`src/rtl/alu_cmd_sequencer_if.sv`:
```
// Command and result handshake bundle for the ALU command sequencer.
// The master drives commands and accepts results; the slave is the sequencer.
interface alu_cmd_sequencer_if #(
  parameter int RAW = 3
);

  logic            cmd_valid;
  logic            cmd_ready;
  logic [2:0]      cmd_op;
  logic [RAW-1:0]  cmd_dst;
  logic [RAW-1:0]  cmd_src_a;
  logic [RAW-1:0]  cmd_src_b;
  logic            cmd_imm_sel;
  logic [31:0]     cmd_imm;

  logic            res_valid;
  logic            res_ready;
  logic [31:0]     res_data;
  logic [RAW-1:0]  res_dst;

  modport master (
    output cmd_valid,
    input  cmd_ready,
    output cmd_op,
    output cmd_dst,
    output cmd_src_a,
    output cmd_src_b,
    output cmd_imm_sel,
    output cmd_imm,
    input  res_valid,
    output res_ready,
    input  res_data,
    input  res_dst
  );

  modport slave (
    input  cmd_valid,
    output cmd_ready,
    input  cmd_op,
    input  cmd_dst,
    input  cmd_src_a,
    input  cmd_src_b,
    input  cmd_imm_sel,
    input  cmd_imm,
    output res_valid,
    input  res_ready,
    output res_data,
    output res_dst
  );

endinterface

```
`src/rtl/alu_cmd_sequencer.sv`:
```
// Register-addressed command front-end for a 32-bit combinational ALU.
// Reads operands from a small register file, drives the ALU from registers,
// writes the result back and offers it downstream over valid/ready.
module alu_cmd_sequencer #(
  parameter int NREGS = 8,
  parameter int RAW   = 3
) (
  input  logic                   clk,
  input  logic                   rst_n,
  alu_cmd_sequencer_if.slave     bus,
  output logic [2:0]             alu_op,
  output logic [31:0]            alu_a,
  output logic [31:0]            alu_b,
  input  logic [31:0]            alu_y,
  output logic                   busy
);

  typedef enum logic [1:0] {
    IDLE = 2'd0,
    EXEC = 2'd1,
    RESP = 2'd2
  } state_t;

  state_t          state;
  logic [31:0]     regs [NREGS];
  logic            res_valid;
  logic [31:0]     res_data;
  logic [RAW-1:0]  res_dst;

  // Register 0 is hard-wired to zero regardless of what the array holds.
  function automatic logic [31:0] read_reg(input logic [RAW-1:0] addr);
    logic [31:0] value;
    if (addr == '0) begin
      value = '0;
    end else begin
      value = regs[addr];
    end
    return value;
  endfunction

  // Handshake and status outputs are pure decodes of the registered state.
  assign bus.cmd_ready = (state == IDLE);
  assign busy          = (state != IDLE);
  assign bus.res_valid = res_valid;
  assign bus.res_data  = res_data;
  assign bus.res_dst   = res_dst;

  // Sequencer FSM: capture operands, sample the ALU once, hold the result
  // until downstream takes it. Reset aborts any command in flight.
  always_ff @(posedge clk or negedge rst_n) begin
    if (!rst_n) begin
      state     <= IDLE;
      alu_op    <= '0;
      alu_a     <= '0;
      alu_b     <= '0;
      res_valid <= 1'b0;
      res_data  <= '0;
      res_dst   <= '0;
      for (int i = 0; i < NREGS; i++) begin
        regs[i] <= '0;
      end
    end else begin
      case (state)
        IDLE: begin
          if (bus.cmd_valid) begin
            alu_op  <= bus.cmd_op;
            alu_a   <= read_reg(bus.cmd_src_a);
            alu_b   <= bus.cmd_imm_sel ? bus.cmd_imm : read_reg(bus.cmd_src_b);
            res_dst <= bus.cmd_dst;
            state   <= EXEC;
          end
        end
        EXEC: begin
          res_data  <= alu_y;
          res_valid <= 1'b1;
          if (res_dst != '0) begin
            regs[res_dst] <= alu_y;
          end
          state <= RESP;
        end
        RESP: begin
          if (bus.res_ready) begin
            res_valid <= 1'b0;
            state     <= IDLE;
          end
        end
        default: begin
          res_valid <= 1'b0;
          state     <= IDLE;
        end
      endcase
    end
  end

endmodule

```
`src/flat_wrapper.sv`:
```
// flat-port wrapper written by rule: the top's interface ports become plain ports
module alu_cmd_sequencer_flat 
#(
  parameter int NREGS = 8,
  parameter int RAW   = 3
)
  (clk, rst_n, alu_op, alu_a, alu_b, alu_y, busy, bus_cmd_valid, bus_cmd_ready, bus_cmd_op, bus_cmd_dst, bus_cmd_src_a, bus_cmd_src_b, bus_cmd_imm_sel, bus_cmd_imm, bus_res_valid, bus_res_ready, bus_res_data, bus_res_dst);
  alu_cmd_sequencer_if #(.RAW(RAW)) bus_i ();
  input  logic clk;
  input  logic rst_n;
  output logic [2:0] alu_op;
  output logic [31:0] alu_a;
  output logic [31:0] alu_b;
  input  logic [31:0] alu_y;
  output logic busy;
  input wire logic [$bits(bus_i.cmd_valid)-1:0] bus_cmd_valid;
  output wire logic [$bits(bus_i.cmd_ready)-1:0] bus_cmd_ready;
  input wire logic [$bits(bus_i.cmd_op)-1:0] bus_cmd_op;
  input wire logic [$bits(bus_i.cmd_dst)-1:0] bus_cmd_dst;
  input wire logic [$bits(bus_i.cmd_src_a)-1:0] bus_cmd_src_a;
  input wire logic [$bits(bus_i.cmd_src_b)-1:0] bus_cmd_src_b;
  input wire logic [$bits(bus_i.cmd_imm_sel)-1:0] bus_cmd_imm_sel;
  input wire logic [$bits(bus_i.cmd_imm)-1:0] bus_cmd_imm;
  output wire logic [$bits(bus_i.res_valid)-1:0] bus_res_valid;
  input wire logic [$bits(bus_i.res_ready)-1:0] bus_res_ready;
  output wire logic [$bits(bus_i.res_data)-1:0] bus_res_data;
  output wire logic [$bits(bus_i.res_dst)-1:0] bus_res_dst;
  assign bus_i.cmd_valid = bus_cmd_valid;
  assign bus_cmd_ready = bus_i.cmd_ready;
  assign bus_i.cmd_op = bus_cmd_op;
  assign bus_i.cmd_dst = bus_cmd_dst;
  assign bus_i.cmd_src_a = bus_cmd_src_a;
  assign bus_i.cmd_src_b = bus_cmd_src_b;
  assign bus_i.cmd_imm_sel = bus_cmd_imm_sel;
  assign bus_i.cmd_imm = bus_cmd_imm;
  assign bus_res_valid = bus_i.res_valid;
  assign bus_i.res_ready = bus_res_ready;
  assign bus_res_data = bus_i.res_data;
  assign bus_res_dst = bus_i.res_dst;
  alu_cmd_sequencer #(.NREGS(NREGS), .RAW(RAW)) u_core (.clk(clk), .rst_n(rst_n), .bus(bus_i), .alu_op(alu_op), .alu_a(alu_a), .alu_b(alu_b), .alu_y(alu_y), .busy(busy));
endmodule
```
`config.mk`:
```
export PLATFORM = sky130hd
export DESIGN_NAME = alu_cmd_sequencer_flat
export DESIGN_NICKNAME = d
export VERILOG_FILES = /design/src/rtl/alu_cmd_sequencer_if.sv /design/src/rtl/alu_cmd_sequencer.sv /design/src/flat_wrapper.sv
export SDC_FILE = /design/constraint.sdc
export NUM_CORES = 1
export LEC_CHECK = 0
export BUFFER_PORTS_ARGS = -buffer_cell sky130_fd_sc_hd__clkbuf_2
export CORE_MARGIN = 5
export CORE_UTILIZATION = 53
export DETAILED_ROUTE_END_ITERATION = 10
export GPL_TIMING_DRIVEN = 0
export PLACE_DENSITY = 0.76
export REMOVE_ABC_BUFFERS = 1
export SLEW_MARGIN = 20
export SYNTH_ARGS = -nofsm -noshare
export SYNTH_HDL_FRONTEND = slang
export SYNTH_SLANG_ARGS = --single-unit
```
`constraint.sdc`:
```
create_clock -name clk -period 1.8 [get_ports clk]
set_input_delay 0.18 -clock clk [delete_from_list [all_inputs] [get_ports clk]]
set_output_delay 0.18 -clock clk [all_outputs]
set_load 0.02 [all_outputs]
```
# After elaboration in Yosys (flattened, before gate mapping)
# Cells that the tools add are included.
[word_totals]
ff_bits = 361
output_inout_bits = 105
[op_classes]
n_lt_le_gt_ge = 4
n_eq_ne = 4
mux = 17
n_bitwise = 4
reduce_logical = 10
[op_table]
columns = ["operator", "n"]
rows = [
  ["$bwmux W256", 1],
  ["$mux W32", 8],
  ["$bmux W32 S3", 2],
  ["$demux W32 S3", 1],
  ["$ge A4 B4 Y1 const B", 3],
  ["$not A3 Y4", 3],
  ["$reduce_and A2 Y1", 4],
  ["$logic_not A3 Y1", 2],
  ["$pmux W2 S3", 1],
  ["$lt A4 B1 Y1 const B", 1],
  ["$mux W2", 2],
  ["$ne A2 B2 Y1 const B", 2],
  ["$pmux W1 S3", 1],
  ["$reduce_bool A3 Y1", 1],
  ["$eq A2 B1 Y1 const B", 1],
  ["$eq A2 B2 Y1 const B", 1],
  ["$logic_not A2 Y1", 1],
  ["$reduce_bool A2 Y1", 1],
  ["$logic_and A1 B1 Y1", 1],
  ["$mux W1", 1],
  ["$not A1 Y1", 1],
]

# Depth between registers and ports, before layout
[depth]
depth_word = 6
ltp_mapped = 8
depth_no_buf = 5

# Worst setup path before layout
# Ideal clock, no wire load.
[synth_path]
kind = "register -> register"
from = "register u_core.state[0]"
to = "register u_core.alu_a[26]"
t_arrival_ps = 1779
t_required_ps = 1679
slack_ps = -100
stages_incl_launch_ff = 8
n_path_buf = 2
cell_sequence = "dfrtp_1 > nor2_1 > nand2_1 > inv_2 > buf_4 > buf_2 > o221ai_1 > o22a_1"
[synth_via]
elab_chain_cells = 2
[synth_rtl]
columns = ["element", "line_no", "source"]
rows = [
  ["from (decl)", "alu_cmd_sequencer.sv:24", "state_t state;"],
  ["from (signal assigned)", "alu_cmd_sequencer.sv:52", "state <= IDLE;"],
  ["from (signal assigned)", "alu_cmd_sequencer.sv:70", "state <= EXEC;"],
  ["from (signal assigned)", "alu_cmd_sequencer.sv:79", "state <= RESP;"],
  ["$logic_not A2 Y1", "n/a", ""],
  ["via bus_cmd_ready", "flat_wrapper.sv:17", "output wire logic [$bits(bus_i.cmd_ready)-1:0] bus_cmd_ready;"],
  ["$reduce_and A2 Y1 (no line)", "n/a", ""],
  ["to (signal assigned)", "alu_cmd_sequencer.sv:67", "alu_a <= read_reg(bus.cmd_src_a);"],
  ["to (decl)", "alu_cmd_sequencer.sv:12", "output logic [31:0] alu_a,"],
]
# The timed path passes the listed nets, and every way through them passes these cells.
# A chain may end at the register's enable or synchronous reset.

# Worst setup path in the final report
[layout_path]
from = "register u_core.state[1]"
to = "register u_core.regs[138] in the netlist's numbering"
[layout_via]
elab_chain_cells = 2
[layout_rtl]
columns = ["element", "line_no", "source"]
rows = [
  ["$eq A2 B1 Y1", "alu_cmd_sequencer.sv:63", "case (state)"],
  ["$reduce_and A2 Y1 (no line)", "n/a", ""],
  ["to (signal, indexed assignment)", "alu_cmd_sequencer.sv:77", "regs[res_dst] <= alu_y;"],
  ["to (decl)", "alu_cmd_sequencer.sv:25", "logic [31:0] regs [NREGS];"],
]
# Every way passes these cells.

==> parameters.txt <==
Parameter                              Value

Outcome
  Run status    complete, but fails checks
  Failing checks    negative setup slack

Placed design
  Final weighted congestion of routability-driven global placement    0.768
  Pre-CTS setup slack    -1180 ps
  Buffers on Ports    185
  Half-perimeter wire length of the detailed placement result    26.2 mm

STA
  Final Slew Violations    0
  Total of endpoints with negative setup slack in the final report    48
  Share of the cycle needed by the critical path after routing    1.02
  Worst Tran Pin Value    992 ps
  Sum Neg Setup Slack    -827 ps
  Shortest clock period the worst path allows after layout    1840 ps
  Clk_skew    10.3 ps
  Setup repair after global routing missed its margin    yes
  Final hold viol count    0
  Max transition margin    0.338
  Tightest hold margin    11.8 ps
  Final critical-path setup slack    -38.7 ps
  Achievable clock frequency    544 MHz

Detailed routing
  Drc violations    0
  Total via count in the routed design    11600
  Total iterations of the first detailed-routing run    5
  Vias per std cell    6.38
  Post-DR wirelength/cell    25.7 um
  Antenna viol nets, final    0
  Wirelength, routed    46.8 mm
  Drt initial violations    798

Critical path
  CP Capture Type    flop
  Classification of the worst setup path    flop to flop
  Category of the worst setup path launch point    flop
  Max Fanout on Critical Path    6
  Required time of the worst setup path    2190 ps
  Critical path data arrival time    2230 ps

Cells and area
  Number of antenna repair diodes    0
  Fraction of layout instances using a drive strength above 1    0.453
  Layout net count    1492
  # fillers    2114
  Area delta synth->final    22.9%

Yosys
  Synthesized instance count    1209
  Number of flip-flops and latches in the synthesized netlist    329
  Synth Area in Adders    0
  Post-synthesis share of cell area spent on xor and xnor gates    0
  Proportion of synthesized area in mux cells    0.307
  Compound-cell area share of the yosys netlist    0.103
  Sequential share of the synthesized area    0.515
  Warning count from the yosys run    0
  Post-synthesis cell area    0.0160 mm^2
  Mean post-synth cell area    13.2 um^2
  Count of unique library cells instantiated by Yosys    36
  Combinational family with the most area after synthesis    multiplexers
  Simple-gate portion of the synthesized area    0.0433
  Ys async rst share    1.00
  Count of flip-flops with a built-in enable after synthesis    0
  Prevailing post-synth register cell    sky130_fd_sc_hd__dfrtp_1

Floorplanning
  Floorplan die area    0.0338 mm^2
  Number of I/O pins    186
  Starting utilization of the core area    0.538
  Vertical die dimension    184 um
  Core footprint    0.0297 mm^2
  Die Width    184 um
  Cell row count    63

Clocking
  Number of H-tree levels    2
  Clock latency on the worst-skew pair    510 ps
  CTS Buffer Depth    3
  Clock tree from TritonCTS    built
  Number of CTS-inserted buffers    36
  Clock edge transition at the registers on the reported setup and hold paths    60 ps
  Root Buffer    sky130_fd_sc_hd__clkbuf_16
  Count of clock tree sinks    329

Global routing
  Via count of the first global-routing pass    12100
  Overflow left after global routing    0
  Largest net degree at the start of global routing    89
  Initial antenna violation count    0
  Global-route usage over all layers    0.267
  Global-route wire length before repair    70.4 mm

Power and ir drop
  Worst IR Drop VDD    0.00106 V
  Pwr per Cell Area    1690 mW/mm^2
  Total power    33.3 mW
  P_leak    9.04 nW

Run
  Max cap viols    0

Min path
  Worst hold path type    primary input to flop
[kinds of logic (layout without fill, tap and decap cells)]
group	after synthesis	in the layout
mux	450	450
flops	329	329
simple gates	135	137
buf+inv	105	326
compound gates	190	190
[final cells by class]
type                       instances  area (um^2)  share of cell area
tap                              390          488              0.0248
inverter                           2         33.8             0.00172
multi-input combinational        777         7650               0.390
clock buffer                      54         1070              0.0544
sequential                       329         8240               0.419
timing repair buffer             264         2080               0.106
timing repair inverter             1         8.76            0.000446
clock inverter                     5         75.1             0.00382
[worst paths after layout]
kind	start	end	slack [ps]	cells after the start
hold reg to reg	u_core.alu_a[14]	u_core.alu_a[14]	480	2
setup reg to reg	u_core.state[1]	u_core.regs[138]	-40	5
max in group asynchronous	rst_n	u_core.regs[143]	260	4
setup / recovery	u_core.state[1]	u_core.regs[138]	-40	5
hold / removal	bus_cmd_imm[2]	u_core.alu_b[2]	10	3
min in group asynchronous	rst_n	u_core.alu_op[1]	240	2
[cell usage in the layout, fill, tap and decap left out, types with 17 or more instances in the layout]
master	instances
sky130_fd_sc_hd__buf_4	25
sky130_fd_sc_hd__a221o_1	24
sky130_fd_sc_hd__o22a_1	17
sky130_fd_sc_hd__o221a_2	18
sky130_fd_sc_hd__nand2_1	38
sky130_fd_sc_hd__a221oi_1	35
sky130_fd_sc_hd__mux2_4	71
sky130_fd_sc_hd__dfrtp_1	324
sky130_fd_sc_hd__clkbuf_2	178
sky130_fd_sc_hd__a22oi_1	38
sky130_fd_sc_hd__clkbuf_16	39
sky130_fd_sc_hd__nor2_1	40
sky130_fd_sc_hd__nand3b_1	24
sky130_fd_sc_hd__mux2_1	20
sky130_fd_sc_hd__o221ai_1	37
sky130_fd_sc_hd__mux2_2	227
sky130_fd_sc_hd__mux2i_1	131
[cell usage after synthesis, types with 24 or more instances]
| master | count | area share |
|---|---|---|
| sky130_fd_sc_hd__mux2_2 | 278 | 0.20 |
| sky130_fd_sc_hd__nand3b_1 | 24 | 0.011 |
| sky130_fd_sc_hd__nor2_1 | 43 | 0.010 |
| sky130_fd_sc_hd__nand2_1 | 41 | 0.0096 |
| sky130_fd_sc_hd__a22oi_1 | 38 | 0.018 |
| sky130_fd_sc_hd__buf_2 | 54 | 0.017 |
| sky130_fd_sc_hd__clkbuf_1 | 34 | 0.0080 |
| sky130_fd_sc_hd__mux2_1 | 40 | 0.028 |
| sky130_fd_sc_hd__dfrtp_1 | 329 | 0.51 |
| sky130_fd_sc_hd__o221ai_1 | 38 | 0.021 |
| sky130_fd_sc_hd__a221o_1 | 24 | 0.015 |
| sky130_fd_sc_hd__a221oi_1 | 35 | 0.019 |
| sky130_fd_sc_hd__mux2i_1 | 131 | 0.082 |
[registers in the layout (all words and copies together), names as in the netlist]
| register | flops |
|---|---|
| u_core.alu_a | 32 |
| u_core.alu_b | 32 |
| u_core.alu_op | 3 |
| u_core.bus.res_data | 32 |
| u_core.bus.res_dst | 3 |
| u_core.bus.res_valid | 1 |
| u_core.regs | 224 |
| u_core.state | 2 |
[metrics by stage]
step           instances   util  instance area (um^2)
5_1_grt             1822  0.661                 19700
4_1_cts             1810  0.648                 19300
3_5_place_dp        1709  0.589                 17500
3_3_place_gp        1681  0.569                 16900
6_report            1822  0.661                 19700
2_1_floorplan       1106      -                 15500
[routing by layer]
layer / share of wire / track usage
met2: 0.49 / 0.443
met4: 0.029 / 0.101
met1: 0.41 / 0.351
met3: 0.071 / 0.0507
met5: 0 / 0
[timing repair]
item,4_1_cts,5_1_grt
endpoints found under the hold margin,80,0
hold buffers,11,0
pin swaps,6,6
buffers inserted,26,10
setup endpoints to repair,294,128
gates cloned,5,2
resized for setup,40,72
[power by group]
part / internal [mW] / switching, mW
Combinational: 6.50 / 5.95
Sequential: 11.0 / 2.63
Clock: 4.36 / 2.85
Total: 21.9 / 11.4
[critical path: stages (launching register included)]
cell                        delay, ps
sky130_fd_sc_hd__dfrtp_2          480
sky130_fd_sc_hd__nand3b_4         270
sky130_fd_sc_hd__nor3b_4          330
sky130_fd_sc_hd__buf_6            180
sky130_fd_sc_hd__clkbuf_16        160
sky130_fd_sc_hd__mux2_4           300
Power figures use the tool's default switching activity.
